[src/rtl/lsu_pkg.sv]
// Shared types, reset constants and op-decode helpers for the memory-stage LSU.
package lsu_pkg;

    localparam int unsigned XLEN   = 32;
    localparam int unsigned REG_AW = 5;
    localparam int unsigned OP_W   = 4;
    localparam int unsigned STRB_W = XLEN / 8;

    // Values driven on every register while in reset.
    localparam logic              RST_VALID = 1'b0;
    localparam logic [XLEN-1:0]   RST_DATA  = '0;
    localparam logic [REG_AW-1:0] RST_REG   = '0;
    localparam logic [STRB_W-1:0] RST_STRB  = '0;

    typedef enum logic [OP_W-1:0] {
        LSU_NONE  = 4'd0,
        LSU_LD_B  = 4'd1,
        LSU_LD_H  = 4'd2,
        LSU_LD_W  = 4'd3,
        LSU_LD_BU = 4'd4,
        LSU_LD_HU = 4'd5,
        LSU_ST_B  = 4'd6,
        LSU_ST_H  = 4'd7,
        LSU_ST_W  = 4'd8
    } lsu_op_t;

    typedef enum logic [1:0] {
        S_IDLE = 2'd0,
        S_REQ  = 2'd1,
        S_WAIT = 2'd2
    } lsu_state_t;

    function automatic logic is_load(lsu_op_t op);
        return (op == LSU_LD_B) || (op == LSU_LD_H) || (op == LSU_LD_W) ||
               (op == LSU_LD_BU) || (op == LSU_LD_HU);
    endfunction

    function automatic logic is_store(lsu_op_t op);
        return (op == LSU_ST_B) || (op == LSU_ST_H) || (op == LSU_ST_W);
    endfunction

    // Halfwords need an even address, words need a 4-byte aligned address.
    function automatic logic is_misaligned(lsu_op_t op, logic [1:0] lo);
        logic half_op;
        logic word_op;
        half_op = (op == LSU_LD_H) || (op == LSU_LD_HU) || (op == LSU_ST_H);
        word_op = (op == LSU_LD_W) || (op == LSU_ST_W);
        return (half_op && lo[0]) || (word_op && (lo != 2'b00));
    endfunction

endpackage

[src/rtl/lsu_align.sv]
// Load lane extract/extend and store strobe/lane replication, keyed by op and addr[1:0].
module lsu_align
    import lsu_pkg::*;
(
    input  lsu_op_t           op_i,
    input  logic [1:0]        addr_lo_i,
    input  logic [XLEN-1:0]   st_data_i,
    input  logic [XLEN-1:0]   ld_word_i,
    output logic [STRB_W-1:0] wstrb_o,
    output logic [XLEN-1:0]   wdata_o,
    output logic [XLEN-1:0]   ld_data_o
);

    // Select the addressed lane and shape it for the op.
    always_comb begin
        logic [7:0]  lane_b;
        logic [15:0] lane_h;

        wstrb_o   = RST_STRB;
        wdata_o   = RST_DATA;
        ld_data_o = RST_DATA;
        lane_b    = ld_word_i[{addr_lo_i, 3'b000} +: 8];
        lane_h    = addr_lo_i[1] ? ld_word_i[31:16] : ld_word_i[15:0];

        case (op_i)
            LSU_LD_B:  ld_data_o = {{24{lane_b[7]}}, lane_b};
            LSU_LD_BU: ld_data_o = {24'd0, lane_b};
            LSU_LD_H:  ld_data_o = {{16{lane_h[15]}}, lane_h};
            LSU_LD_HU: ld_data_o = {16'd0, lane_h};
            LSU_LD_W:  ld_data_o = ld_word_i;
            LSU_ST_B: begin
                wstrb_o = 4'b0001 << addr_lo_i;
                wdata_o = {4{st_data_i[7:0]}};
            end
            LSU_ST_H: begin
                wstrb_o = addr_lo_i[1] ? 4'b1100 : 4'b0011;
                wdata_o = {2{st_data_i[15:0]}};
            end
            LSU_ST_W: begin
                wstrb_o = 4'b1111;
                wdata_o = st_data_i;
            end
            default: ;
        endcase
    end

endmodule

[src/rtl/mem_stage_lsu.sv]
// Memory-stage LSU: runs the dmem valid/ready transaction and emits one writeback record per entry.
module mem_stage_lsu
    import lsu_pkg::*;
#(
    parameter int unsigned ADDR_W = 32,
    parameter int unsigned DATA_W = 32
) (
    input  logic              clk,
    input  logic              rst,

    input  logic              in_valid,
    output logic              in_ready,
    output logic              stall_req,
    input  logic [DATA_W-1:0] in_pc,
    input  logic [DATA_W-1:0] in_inst,
    input  logic [DATA_W-1:0] in_ex_result,
    input  logic              in_rw_en,
    input  logic [4:0]        in_rw_addr,
    input  logic [DATA_W-1:0] in_lsu_data,
    input  logic [3:0]        in_lsu_op,

    output logic              dmem_req_valid,
    input  logic              dmem_req_ready,
    output logic [ADDR_W-1:0] dmem_addr,
    output logic              dmem_we,
    output logic [3:0]        dmem_wstrb,
    output logic [DATA_W-1:0] dmem_wdata,
    input  logic              dmem_resp_valid,
    input  logic [DATA_W-1:0] dmem_resp_rdata,

    output logic              out_valid,
    output logic [DATA_W-1:0] out_pc,
    output logic [DATA_W-1:0] out_inst,
    output logic [DATA_W-1:0] out_result,
    output logic              out_rw_en,
    output logic [4:0]        out_rw_addr,
    output logic              out_misalign
);

    lsu_state_t        state_q;
    lsu_op_t           op_q;
    logic [1:0]        addr_lo_q;
    logic [DATA_W-1:0] pc_q;
    logic [DATA_W-1:0] inst_q;
    logic              rw_en_q;
    logic [4:0]        rw_addr_q;

    logic              req_valid_q;
    logic [ADDR_W-1:0] req_addr_q;
    logic              req_we_q;
    logic [3:0]        req_wstrb_q;
    logic [DATA_W-1:0] req_wdata_q;

    logic              wb_valid_q;
    logic [DATA_W-1:0] wb_pc_q;
    logic [DATA_W-1:0] wb_inst_q;
    logic [DATA_W-1:0] wb_result_q;
    logic              wb_rw_en_q;
    logic [4:0]        wb_rw_addr_q;
    logic              wb_misalign_q;

    lsu_op_t           in_op;
    logic              in_is_mem;
    logic              in_misal;
    lsu_op_t           al_op;
    logic [1:0]        al_lo;
    logic [3:0]        al_wstrb;
    logic [DATA_W-1:0] al_wdata;
    logic [DATA_W-1:0] al_ld_data;

    assign in_op     = lsu_op_t'(in_lsu_op);
    assign in_is_mem = is_load(in_op) || is_store(in_op);
    assign in_misal  = is_misaligned(in_op, in_ex_result[1:0]);

    // One aligner serves both directions: store shaping from the incoming entry while idle,
    // load extraction from the latched op/offset once a transaction is in flight.
    assign al_op = (state_q == S_IDLE) ? in_op : op_q;
    assign al_lo = (state_q == S_IDLE) ? in_ex_result[1:0] : addr_lo_q;

    lsu_align u_align (
        .op_i      (al_op),
        .addr_lo_i (al_lo),
        .st_data_i (in_lsu_data),
        .ld_word_i (dmem_resp_rdata),
        .wstrb_o   (al_wstrb),
        .wdata_o   (al_wdata),
        .ld_data_o (al_ld_data)
    );

    // Transaction FSM with registered dmem request and writeback record.
    always_ff @(posedge clk) begin
        if (!rst) begin
            state_q       <= S_IDLE;
            op_q          <= LSU_NONE;
            addr_lo_q     <= 2'b00;
            pc_q          <= RST_DATA;
            inst_q        <= RST_DATA;
            rw_en_q       <= RST_VALID;
            rw_addr_q     <= RST_REG;
            req_valid_q   <= RST_VALID;
            req_addr_q    <= '0;
            req_we_q      <= RST_VALID;
            req_wstrb_q   <= RST_STRB;
            req_wdata_q   <= RST_DATA;
            wb_valid_q    <= RST_VALID;
            wb_pc_q       <= RST_DATA;
            wb_inst_q     <= RST_DATA;
            wb_result_q   <= RST_DATA;
            wb_rw_en_q    <= RST_VALID;
            wb_rw_addr_q  <= RST_REG;
            wb_misalign_q <= RST_VALID;
        end else begin
            wb_valid_q <= 1'b0;
            case (state_q)
                S_IDLE: begin
                    if (in_valid) begin
                        if (!in_is_mem || in_misal) begin
                            // Single-cycle record: ALU passthrough or alignment fault.
                            wb_valid_q    <= 1'b1;
                            wb_pc_q       <= in_pc;
                            wb_inst_q     <= in_inst;
                            wb_result_q   <= in_ex_result;
                            wb_rw_en_q    <= in_rw_en && !in_is_mem;
                            wb_rw_addr_q  <= in_rw_addr;
                            wb_misalign_q <= in_is_mem;
                        end else begin
                            op_q        <= in_op;
                            addr_lo_q   <= in_ex_result[1:0];
                            pc_q        <= in_pc;
                            inst_q      <= in_inst;
                            rw_en_q     <= in_rw_en;
                            rw_addr_q   <= in_rw_addr;
                            req_valid_q <= 1'b1;
                            req_addr_q  <= ADDR_W'({in_ex_result[DATA_W-1:2], 2'b00});
                            req_we_q    <= is_store(in_op);
                            req_wstrb_q <= al_wstrb;
                            req_wdata_q <= al_wdata;
                            state_q     <= S_REQ;
                        end
                    end
                end
                S_REQ: begin
                    if (dmem_req_ready) begin
                        req_valid_q <= 1'b0;
                        if (is_store(op_q)) begin
                            // Stores retire on the handshake and write back nothing.
                            wb_valid_q    <= 1'b1;
                            wb_pc_q       <= pc_q;
                            wb_inst_q     <= inst_q;
                            wb_result_q   <= RST_DATA;
                            wb_rw_en_q    <= 1'b0;
                            wb_rw_addr_q  <= rw_addr_q;
                            wb_misalign_q <= 1'b0;
                            state_q       <= S_IDLE;
                        end else begin
                            state_q <= S_WAIT;
                        end
                    end
                end
                S_WAIT: begin
                    if (dmem_resp_valid) begin
                        wb_valid_q    <= 1'b1;
                        wb_pc_q       <= pc_q;
                        wb_inst_q     <= inst_q;
                        wb_result_q   <= al_ld_data;
                        wb_rw_en_q    <= rw_en_q;
                        wb_rw_addr_q  <= rw_addr_q;
                        wb_misalign_q <= 1'b0;
                        state_q       <= S_IDLE;
                    end
                end
                default: state_q <= S_IDLE;
            endcase
        end
    end

    assign in_ready       = (state_q == S_IDLE);
    assign stall_req      = !in_ready;

    assign dmem_req_valid = req_valid_q;
    assign dmem_addr      = req_addr_q;
    assign dmem_we        = req_we_q;
    assign dmem_wstrb     = req_wstrb_q;
    assign dmem_wdata     = req_wdata_q;

    assign out_valid      = wb_valid_q;
    assign out_pc         = wb_pc_q;
    assign out_inst       = wb_inst_q;
    assign out_result     = wb_result_q;
    assign out_rw_en      = wb_rw_en_q;
    assign out_rw_addr    = wb_rw_addr_q;
    assign out_misalign   = wb_misalign_q;

endmodule

[config.mk]
export PLATFORM = sky130hd
export DESIGN_NAME = mem_stage_lsu
export DESIGN_NICKNAME = d
export VERILOG_FILES = /design/src/rtl/lsu_pkg.sv /design/src/rtl/lsu_align.sv /design/src/rtl/mem_stage_lsu.sv
export SDC_FILE = /design/constraint.sdc
export NUM_CORES = 1
export LEC_CHECK = 0
export BUFFER_PORTS_ARGS = -buffer_cell sky130_fd_sc_hd__buf_2
export CORE_MARGIN = 2
export CORE_UTILIZATION = 52
export DETAILED_ROUTE_END_ITERATION = 10
export HOLD_SLACK_MARGIN = 0.12
export PLACE_DENSITY = 0.93
export RECOVER_POWER = 50
export SYNTH_ARGS = -nofsm -noshare
export SYNTH_HDL_FRONTEND = slang
export SYNTH_SLANG_ARGS = --single-unit
[constraint.sdc]
create_clock -name clk -period 3.6 [get_ports clk]
set_input_delay 1.08 -clock clk [delete_from_list [all_inputs] [get_ports clk]]
set_output_delay 1.08 -clock clk [all_outputs]
set_load 0.02 [all_outputs]
# Word-level counts from Yosys, hierarchy flattened
# Index checks and enable logic that the tools add are counted.
# op_classes
bitwise,1
reduce_logical,27
muxes,57
shift,2
n_eq_ne,27
# op_table
cell,n
$mux 32,15
$pmux 32 s3,4
$pmux 32 s5,1
$eq 4x3->1 const B,10
$shiftx 32x6->8,1
$mux 5,5
$eq 4x2->1 const B,4
$mux 1,16
$mux 16,1
$pmux 5 s3,1
$logic_or 1x1->1,14
$eq 4x4->1 const B,3
$mux 2,6
$pmux 4 s3,1
$ne 2x2->1 const B,5
$pmux 1 s3,3
$eq 4x1->1 const B,2
$mux 4,2
$reduce_and 4->1,2
$pmux 2 s3,1
$reduce_and 6->1,1
$reduce_bool 2->1,2
$shl 1x2->4 const A,1
$logic_and 1x1->1,3
9 further kinds,10
# totals
input_bits,175
word_cells,133
out_inout_bits,176
reg_bits,250

# Depth between registers and ports, before layout
# Gate-level depths: netlist (run 1).
# logic_depth
ltp_word,11
mapped_depth,11
ltp_nobuf,7

# By module
# A second synthesis (run 1) with hierarchy kept.
# hier_totals
cells_unflattened,1372
hier_area_um2,11992.8
# modules_own_cells
mod,seq_area_each_um2,instances,area_each_um2,cells_each
mem_stage_lsu,5004.8,1,10826.6,1191
lsu_align,0.0,1,1166.1,181

# Worst setup path after synthesis (run 1)
# OpenSTA, ideal clock, no wires.
# synth_timing
path_type,input -> register
startpoint,input in_lsu_op[3]
endpoint,register wb_result_q[21] (netlist: out_result[21])
cell_stages,8
arrival_ps,2695
slack_ps,764
setup_ps,141
path_buffers,3
t_required_ps,3459
path_cell_list,buf_2 -> nor4b_1 -> o21a_1 -> o31ai_2 -> and2_1 -> buf_2 -> buf_2 -> a311oi_2
# synth_between
elab_chain_cells,10
elab_cells_between_ends,34
cone_classes,14 x eq/ne; 4 x mux; 16 x reduce/logical
# synth_lines
element,line_no,text
"start, declared",mem_stage_lsu.sv:20,"input logic [3:0] in_lsu_op,"
$eq 4x1->1 or $eq 4x2->1 (tied branches),"lsu_pkg.sv:34, lsu_pkg.sv:46",
$logic_or 1x1->1 (3 in a row),lsu_pkg.sv:34,return (op == LSU_LD_B) || (op == LSU_LD_H) || (op == LSU_LD_W) ||
$logic_or 1x1->1,lsu_pkg.sv:35,(op == LSU_LD_BU) || (op == LSU_LD_HU);
$logic_or 1x1->1,mem_stage_lsu.sv:72,assign in_is_mem = is_load(in_op) || is_store(in_op);
$logic_not 1->1,mem_stage_lsu.sv:117,if (!in_is_mem || in_misal) begin
$logic_or 1x1->1,mem_stage_lsu.sv:117,
$ne 2x1->1 (no line),n/a,
$reduce_and 6->1 (no line),n/a,
"end signal, assigned",mem_stage_lsu.sv:122,wb_result_q <= in_ex_result;
"end signal, assigned",mem_stage_lsu.sv:165,wb_result_q <= al_ld_data;
"end, declared",mem_stage_lsu.sv:57,logic [DATA_W-1:0] wb_result_q;
# Several ways; a longest one is shown, not always the timed one. The select of a mux whose other input is x is not followed.
# A chain may end at the register's enable or synchronous reset.

# Final worst setup path (run 1)
# layout_timing
startpoint,input in_lsu_op[3]
endpoint,register wb_rw_addr_q[3] (netlist: out_rw_addr[3])
# layout_between
elab_chain_cells,10
elab_cells_between_ends,25
cone_classes,9 x eq/ne; 16 x reduce/logical
# layout_lines
element,line_no,text
$eq 4x1->1 or $eq 4x2->1 (tied branches),"lsu_pkg.sv:34, lsu_pkg.sv:46",
$logic_or 1x1->1 (3 in a row),lsu_pkg.sv:34,
$logic_or 1x1->1,lsu_pkg.sv:35,
$logic_or 1x1->1,mem_stage_lsu.sv:72,
$logic_not 1->1,mem_stage_lsu.sv:117,
$logic_or 1x1->1 (*),mem_stage_lsu.sv:117,
$ne 2x1->1 (no line) (*),n/a,
$reduce_and 6->1 (no line) (*),n/a,
"end signal, assigned",mem_stage_lsu.sv:124,wb_rw_addr_q <= in_rw_addr;
"end signal, assigned",mem_stage_lsu.sv:152,wb_rw_addr_q <= rw_addr_q;
"end signal, assigned",mem_stage_lsu.sv:167,wb_rw_addr_q <= rw_addr_q;
"end, declared",mem_stage_lsu.sv:59,logic [4:0] wb_rw_addr_q;
# Every way passes the cells marked *; elsewhere a longest branch is shown, timed or not.

==> flow_results.org, run 1 <==
** Cells and area
- The net count of the finished layout is 1835.
- After routing the design area is 0.0141 mm^2.
- Fraction of the core area covered by cells at the end of the flow :: 64.6%
- Proportion of layout cells with a drive suffix above 1 :: 16.9%
- P&R area growth vs syn :: 22.3%
- Leaving out filler cells and counting taps, the final layout contains 1962.

** STA
- For the pin with the worst max-slew slack, the measured transition is 0.929 ns.
- Worst clock skew :: 0.00663 ns
- Aggregate negative setup slack :: 0 ns
- Minimum clock period after layout :: 3.13 ns
- Timing would allow up to 319 MHz.
- Final critical-path share of the clock period :: 87.1%
- Setup repair after global routing left no endpoint under its margin.
- Fin worst setup slack :: 0.466 ns
- The worst pin sits at a relative slew slack of 38.1%.
- Final hold viol count :: 0
- Max Transition Viols Final :: 0
- Setup Viol. Count Final :: 0

** Placement
- Once placement finished, the instance area stood at 0.0135 mm^2.
- # port buffers :: 348
- Routability-driven placement finished with a final weighted congestion of 0.925.
- Detailed placement finished with a half-perimeter wire length of 25700 um.
- Count of placed standard cells including taps :: 1906
- Place WS :: 0.428 ns

** Synthesis
- Synthesized-area fraction occupied by adder cells :: 0.629%
- Multiplexer cells account for 7.67% of the synthesized area.
- Count of distinct cell types in the synthesized netlist :: 61
- Synth warn :: 0
- Fraction of synthesis flops using an asynchronous set or reset pin :: 0%
- Among all flip-flop cells after synthesis, the most frequent one is sky130_fd_sc_hd__dfxtp_1.
- Compound-gate portion of the synthesized area :: 22.7%
- Counting flops with a built-in enable in the synthesized netlist gives 0.
- Gate Count Post-Synth :: 1378
- By area, the combinational part of the netlist is dominated by compound AO/OA/AOI/OAI gates.
- Synthesis inferred 250 register bits.
- Share of the synthesized netlist area taken by xor and xnor gates :: 0.228%
- Post-synthesis instance area :: 0.0115 mm^2
- The share of the Yosys chip area taken by registers is 43.4%.
- A synthesized cell averages 8.37 um^2.
- After Yosys synthesis, and, or, nand and nor cells account for 20.2% of the synthesized area.

** Clocking
- CTS sink cnt :: 250
- TritonCTS built the clock tree.
- Buffer depth of the longest clock path :: 3
- Once the clock tree was built, the resizer swapped 0 gates to a different size.
- Total of hold buffers inserted after clock tree synthesis :: 0
- After clock tree synthesis, the clock-pin slew on the worst setup and hold paths is 0.06 ns.
- For the worst-skew pair, the clock arrives at the later sink with an insertion delay of 0.55 ns.
- TritonCTS Buffers :: 27
- Postcts setup bufs :: 0
- # H-tree levels :: 1
- CTS Root Cell :: sky130_fd_sc_hd__clkbuf_16

** Floorplan
- For this configuration, the core starts out at a cell density of 52.9%.
- DIE HEIGHT :: 153 um
- Number of top-level pins :: 351
- The die covers 0.0234 mm^2.
- The region available for standard cell placement spans 0.0218 mm^2.
- Chip width :: 153 um
- Number of core rows :: 54

** Power
- Power spread over the standard cell area amounts to 665 mW/mm^2.
- Internal power :: 0.00584 W
- Combinational Power Share :: 34.0%
- For this design the total switching power over the nets is 0.00354 W.
- In this run, flip-flops and latches consume 36.9% of the power.
- Leakage power :: 6.01 nW
- Net switching is 37.7% of the power.
- The worst-case IR drop observed on VDD is 0.430 mV.
- Portion of total power attributed to the clock network :: 29.1%

** Routing
- Summing over every cut layer, the via total after detailed routing is 12016.
- Summed over all nets, wire length on met3 after detailed routing comes to 3750 um.
- DR top layer :: met4
- Routed length on met2 :: 18000 um
- After detailed routing, the number of remaining DRC violations is 0.
- The first detailed-routing pass ran for 6 iterations.
- In the final routed layout, each cell accounts on average for 19.7 um.
- Wire length reported by the detailed router :: 38600 um
- Drt via density :: 6.12
- After detailed routing, the wire length on met1 is 14700 um.
- The count of nets left with antenna violations once routing finished came out at 0.
- After the first detailed-routing iteration, the DRC count stood at 1218.

** Global routing
- The number of global-route vias before repair was 11433.
- Entering global routing, the biggest net connects 81 pins.
- Overflow after GRT :: 0
- The number of antenna violations at the first check in global routing came to 6.
- First-pass GRT wire length :: 60000 um
- Global routing used 31.0% of the available tracks across all layers.

** Setup path
- Sort of element at the start of the critical path :: input port
- STA puts the critical path data arrival time at 3.57 ns.
- CP Max Fanout :: 41
- The worst setup path is captured at a flip-flop.
- The critical path in this run is classified as input port to flip-flop.
- STA puts the critical path data required time at 4.03 ns.

** Outcome
- The run finished with clean final reports.

** Run
- Max-cap violations in this run came to 0.

** Min path
- The tightest min-delay check is of the flip-flop to flip-flop type.
==> path summary, 6_finish.rpt <==
path                            slack [ns]  cells past startpoint               startpoint                           to
worst min register to register        0.45                      2    pc_q[27]$_SDFFE_PN0P_        pc_q[27]$_SDFFE_PN0P_
worst max register to register        0.71                      7  state_q[0]$_SDFFE_PN0P_  out_result[17]$_SDFFE_PN0P_
worst min-delay path                  0.45                      2    pc_q[27]$_SDFFE_PN0P_        pc_q[27]$_SDFFE_PN0P_
worst max-delay path                  0.47                      8             in_lsu_op[3]  out_rw_addr[3]$_SDFFE_PN0P_
==> cells in the mapped netlist (all sizes together), types with 2 or more instances <==
library cell  instances  share of area, %
nand2               312                10
dfxtp               250                43
a21oi               168               7.3
clkbuf               88               2.9
nand3                82               3.6
mux2i                76               6.6
o211a                70               6.1
buf                  41               2.0
o21ai                36               1.6
nor2                 34               1.1
nor3                 33               1.4
a311oi               21               2.1
and2                 21               1.1
a221oi               19               1.4
nand4                17              0.98
inv                  11              0.36
nor2b                11              0.60
a211oi               10              0.65
o221ai               10              0.76
o2bb2ai               7              0.53
a222oi                5              0.43
ha                    5              0.54
a31o                  4              0.30
mux2                  4              0.42
a21o                  3              0.20
mux4                  3              0.62
nand2b                3              0.16
nor4                  3              0.16
nor4b                 3              0.28
o221a                 3              0.29
xnor2                 3              0.23
a22oi                 2              0.13
a31oi                 2              0.11
nor3b                 2              0.17
o211ai                2              0.13
o21a                  2              0.13
or4b                  2              0.17
==> registers in the layout, indices dropped and copies added, names as in the netlist, 5 cells and up <==
name	flops
out_rw_addr	5
out_pc	32
pc_q	32
inst_q	32
out_inst	32
out_result	32
dmem_addr	30
rw_addr_q	5
dmem_wdata	32
==> layer usage <==
layer | GRT usage, % | vias up
li1 | - | 5471
met2 | 50.3 | 741
met3 | 5.76 | 161
met1 | 39.1 | 5643
met4 | 16.9 | 0
met5 | 0 | -
==> power by group through the flow <==
stage	clock, W	sequential [W]	combinational [W]
final	0.00273	0.00346	0.00318
after global routing	0.00287	0.00350	0.00340
after CTS	0.00275	0.00344	0.00327
after detailed placement	0	0.00349	0.00324
after global placement	0	0.00347	0.00316
after floorplan	0	0.00391	0.00173
==> cells in the final DEF, fill, tap and decap left out, types with 11 or more instances in the layout <==
cell type | synthesis | layout
sky130_fd_sc_hd__a221oi_1 | 19 | 19
sky130_fd_sc_hd__a311oi_1 | 11 | 11
sky130_fd_sc_hd__buf_4 | 3 | 19
sky130_fd_sc_hd__and2_1 | 21 | 20
sky130_fd_sc_hd__clkbuf_16 | 0 | 27
sky130_fd_sc_hd__buf_2 | 30 | 174
sky130_fd_sc_hd__o21ai_0 | 26 | 26
sky130_fd_sc_hd__dfxtp_1 | 250 | 250
sky130_fd_sc_hd__nor3_1 | 33 | 33
sky130_fd_sc_hd__nor2_1 | 34 | 34
sky130_fd_sc_hd__clkbuf_1 | 87 | 181
sky130_fd_sc_hd__o211a_1 | 70 | 70
sky130_fd_sc_hd__mux2i_1 | 75 | 75
sky130_fd_sc_hd__nor2b_1 | 11 | 11
sky130_fd_sc_hd__nand3_1 | 82 | 82
sky130_fd_sc_hd__nand4_1 | 16 | 16
sky130_fd_sc_hd__a21oi_1 | 167 | 167
sky130_fd_sc_hd__nand2_1 | 312 | 312
==> cell families (layout without fill, tap and decap cells) <==
kind of cell,count (synthesis),after routing
buffers and inverters,140,437
and+or+nand+nor,527,527
adders and majority gates,6,6
xor gates and xnor gates,3,3
muxes,83,83
DFF,250,250
other,1,8
AOI/OAI and AO/OA,368,368
==> area by class of cell <==
class,count,area (um^2)
fill,1855,7710
sequential,250,5000
timing repair buffer,376,1820
antenna,6,15.0
inverter,11,46.3
clock inverter,10,97.6
multi-input combinational,989,6000
tap,280,350
clock buffer,40,774
==> worst max-delay path: stages <==
cell and delay (ns):
sky130_fd_sc_hd__clkbuf_1 0.35, sky130_fd_sc_hd__nor2b_1 0.13, sky130_fd_sc_hd__o21a_1 0.28, sky130_fd_sc_hd__o31ai_4 0.28, sky130_fd_sc_hd__buf_4 0.21, sky130_fd_sc_hd__clkbuf_2 0.72, sky130_fd_sc_hd__nand3_1 0.26, sky130_fd_sc_hd__o211a_1 0.23
==> per-stage QoR <==
step                power, W  hold slack, ns
floorplan            0.00565           0.436
global placement     0.00662           0.437
detailed placement   0.00673           0.442
CTS                  0.00946           0.450
global route         0.00977           0.467
finish               0.00938           0.453
Note: power is estimated with default switching activity, not from simulation.
==> inputs of run 2 (changes only) <==
--- a/config.mk
+++ b/config.mk
@@ -7,10 +7,10 @@
 export LEC_CHECK = 0
 export BUFFER_PORTS_ARGS = -buffer_cell sky130_fd_sc_hd__buf_2
 export CORE_MARGIN = 2
-export CORE_UTILIZATION = 52
+export CORE_UTILIZATION = 56
 export DETAILED_ROUTE_END_ITERATION = 10
 export HOLD_SLACK_MARGIN = 0.12
-export PLACE_DENSITY = 0.93
+export PLACE_DENSITY = 0.95
 export RECOVER_POWER = 50
 export SYNTH_ARGS = -nofsm -noshare
 export SYNTH_HDL_FRONTEND = slang
==> constraint.sdc (replaced) <==
create_clock -name clk -period 3.66 [get_ports clk]
set_input_delay 1.098 -clock clk [delete_from_list [all_inputs] [get_ports clk]]
set_output_delay 1.098 -clock clk [all_outputs]
set_load 0.02 [all_outputs]
==> flow_results.org, run 2 (synthesis gave the netlist of run 1 again) <==
** Setup path
- STA classifies the critical path endpoint as a flip-flop.
- Reg2reg start :: state_q[1]$_SDFFE_PN0P_
- Cell family with the largest share of critical-path delay :: simple AND/OR/NAND/NOR gates
- Along the worst path, the maximum fanout reaches 49.
- Cell breakdown of the critical path :: clkbuf_1 -> nor2b_1 -> o21a_1 -> o31ai_4 -> and2_2 -> buf_4 -> a311oi_1
- For this design, the slowest cell found on the critical path is sky130_fd_sc_hd__and2_2.
- Worst Path Required :: 4.04 ns
- Worst R2R Path Depth :: 8
- The number of buffers and inverters on the critical path is 2.
- For the worst setup path, the data arrival time is 3.71 ns.
- The worst setup path is launched from an input port.
- Crit path kind :: input port to flip-flop
- On the worst path, the slowest cell contributes a delay of 0.96 ns.
- Reg-to-reg critical path endpoint :: out_result[5]$_SDFFE_PN0P_
- Setup slack of the most critical reg-to-reg path :: 0.59 ns

** Global routing
- The number of global-route vias before repair was 11358.
- First-pass GRT wire length :: 59100 um
- The number of antenna violations at the first check in global routing is 2.
- Pin count of the biggest net entering global routing :: 106
- Global-route usage over all layers :: 33.1%
- Global routing finished with a remaining overflow of 0.

** Clocking
- CTS sink cnt :: 250
- # H-tree levels :: 1
- Total of hold buffers inserted after clock tree synthesis :: 0
- The root buffer cell chosen for the clock tree is sky130_fd_sc_hd__clkbuf_16.
- Worst skew pair latency :: 0.52 ns
- Clock-pin slew was measured on the worst setup and hold paths at 0.07 ns.
- CTS tree :: built
- Once the clock tree was built, the setup fixing pass inserted 0 buffers.
- Buffer depth of the longest clock path :: 3
- Quantity of gates resized following cts :: 0
- TritonCTS Buffers :: 27

** Routing
- Remaining number of nets flagged by the antenna check after routing :: 0
- The first routing iteration left 1216 violations.
- Total DRC errors in the routed layout :: 0
- Wires add up to 37800 um.
- Average wire per standard cell :: 19.4 um
- Total iterations of the first detailed-routing run :: 6
- The routed layout has 12080 vias.
- Drt via density :: 6.20

** Cells and area
- Most frequent cells in the layout :: 312 x sky130_fd_sc_hd__nand2_1, 250 x sky130_fd_sc_hd__dfxtp_1, 178 x sky130_fd_sc_hd__clkbuf_1
- The library cell used most frequently in the layout, excluding fill and tap cells, is sky130_fd_sc_hd__nand2_1.
- Net total in the final layout :: 1839
- Of the cells placed in the final design, the portion with a size suffix greater than 1 is 17.2%.
- Relative to the synthesized area, the layout overhead comes to 22.7%.

** STA
- The count of final hold-check violations is 0.
- Aggregate negative setup slack :: 0 ns
- Max_slew headroom :: 21.7%
- Derived from the worst setup path, the maximum achievable clock frequency is 301 MHz.
- Minimum clock period after layout :: 3.33 ns
- RSZ-0062 raised after global routing :: no
- Max Transition Viols Final :: 0
- Hold timing on the final database bottoms out at a slack of 0.453 ns.
- Setup Viol. Count Final :: 0
- At the pin with the least slew margin, the transition time is 1.17 ns.
- Final critical-path share of the clock period :: 90.9%
- Between clock sinks in the finished design, the worst skew comes to 0.0121 ns.

** Power
- Leakage power :: 6.04 nW
- Cell internal power was estimated by the tool at 0.00588 W.
- Sw Pwr :: 0.00343 W
- For this design the ratio of total power to cell area is 658 mW/mm^2.
- The clock network burns 30.1% of the power.
- Switching power as a share of total power :: 36.9%
- Max IR drop VDD :: 0.607 mV
- Registers are responsible for 36.6% of the overall power.
- Combinational logic burns 33.3% of the power.

** Floorplan
- Chip width :: 148 um
- Core region area :: 0.0202 mm^2
- For this design the top-level I/O count stands at 351.
- DIE HEIGHT :: 148 um
- The die covers 0.0218 mm^2.
- Number of core rows :: 52
- Once the floorplan was initialized, standard cells occupied 57.0% of the core.

** Min path
- Hold endpoint :: dmem_addr[6]$_SDFFE_PN0P_
- In this run the most critical hold path is launched from dmem_addr[6]$_SDFFE_PN0P_.
- The worst hold path passes through 2 cells.
- The min-delay analysis places its worst path in the category flip-flop to flip-flop.

** Placement
- Final weighted congestion in routability-driven placement :: 0.933
- Detailed placement ended at an HPWL of 25100 um.
- Buffers placed on the I/O ports in this run total 348.

** Run
- Number of maximum-capacitance violations :: 0

** Outcome
- The run finished with clean final reports.
-- run 2: cell types whose count changed in the layout (fill, tap and decap cells not counted), sizes merged --
cell | previous run | this run
clkinv | 8 | 5
buf | 200 | 206
clkbuf | 216 | 212
bufinv | 1 | 3
diode | 6 | 1
clkinvlp | 0 | 1
-- run 2: worst max path at each step --
stage / from / endpoint / slack (ns) / depth (start not counted)
after floorplan: in_lsu_op[3] / out_result[21]$_SDFFE_PN0P_ / 0.81 / 8
after global placement: in_lsu_op[0] / out_result[7]$_SDFFE_PN0P_ / 0.54 / 6
after detailed placement: in_lsu_op[3] / out_result[11]$_SDFFE_PN0P_ / 0.43 / 7
after CTS: state_q[1]$_SDFFE_PN0P_ / out_result[16]$_SDFFE_PN0P_ / 0.65 / 7
after global routing: in_lsu_op[3] / out_result[4]$_SDFFE_PN0P_ / 0.24 / 7
final: in_lsu_op[3] / out_result[5]$_SDFFE_PN0P_ / 0.33 / 7
-- run 2: metal layers --
layer	vias up	track usage, %	wire length (um)
li1	5462	-	-
met1	5698	42.5	14400
met2	771	54.6	17900
met3	149	6.08	3660
met4	0	14.7	1930
met5	-	0	0
-- run 2: worst min-delay path, cell delays in order, from the launching register on --
cell and delay [ns]:
sky130_fd_sc_hd__dfxtp_1 0.31, sky130_fd_sc_hd__nand2_1 0.05, sky130_fd_sc_hd__a21oi_1 0.05
-- run 2: area by class of cell --
cell class / instances / area [um^2]
Sequential cell: 250 / 5000
Fill cell: 1612 / 6080
Antenna cell: 1 / 2.50
Tap cell: 270 / 338
Timing Repair Buffer: 380 / 1860
Clock buffer: 38 / 777
Clock inverter: 10 / 138
Inverter: 11 / 43.8
Multi-Input combinational cell: 989 / 6000
-- run 2: power groups by stage --
stage,clock [W],combinational [W],sequential [W]
final,0.00280,0.00310,0.00341
after detailed placement,0,0.00314,0.00344
after global placement,0,0.00306,0.00342
after CTS,0.00283,0.00317,0.00339
after global routing,0.00295,0.00331,0.00345
after floorplan,0,0.00170,0.00385
-- run 2: through the flow --
| step | cell area (um^2) | utilization [%] | power (W) | instances | setup slack [ns] |
|---|---|---|---|---|---|
| after floorplan | 11500 | - | 0.00555 | 1379 | 0.806 |
| after global placement | 13500 | 66.6 | 0.00648 | 1900 | 0.536 |
| after detailed placement | 13500 | 66.6 | 0.00658 | 1900 | 0.434 |
| after CTS | 14400 | 71.1 | 0.00939 | 1948 | 0.654 |
| after global routing | 14200 | 70.0 | 0.00971 | 1949 | 0.245 |
| final | 14200 | 70.0 | 0.00931 | 1949 | 0.334 |
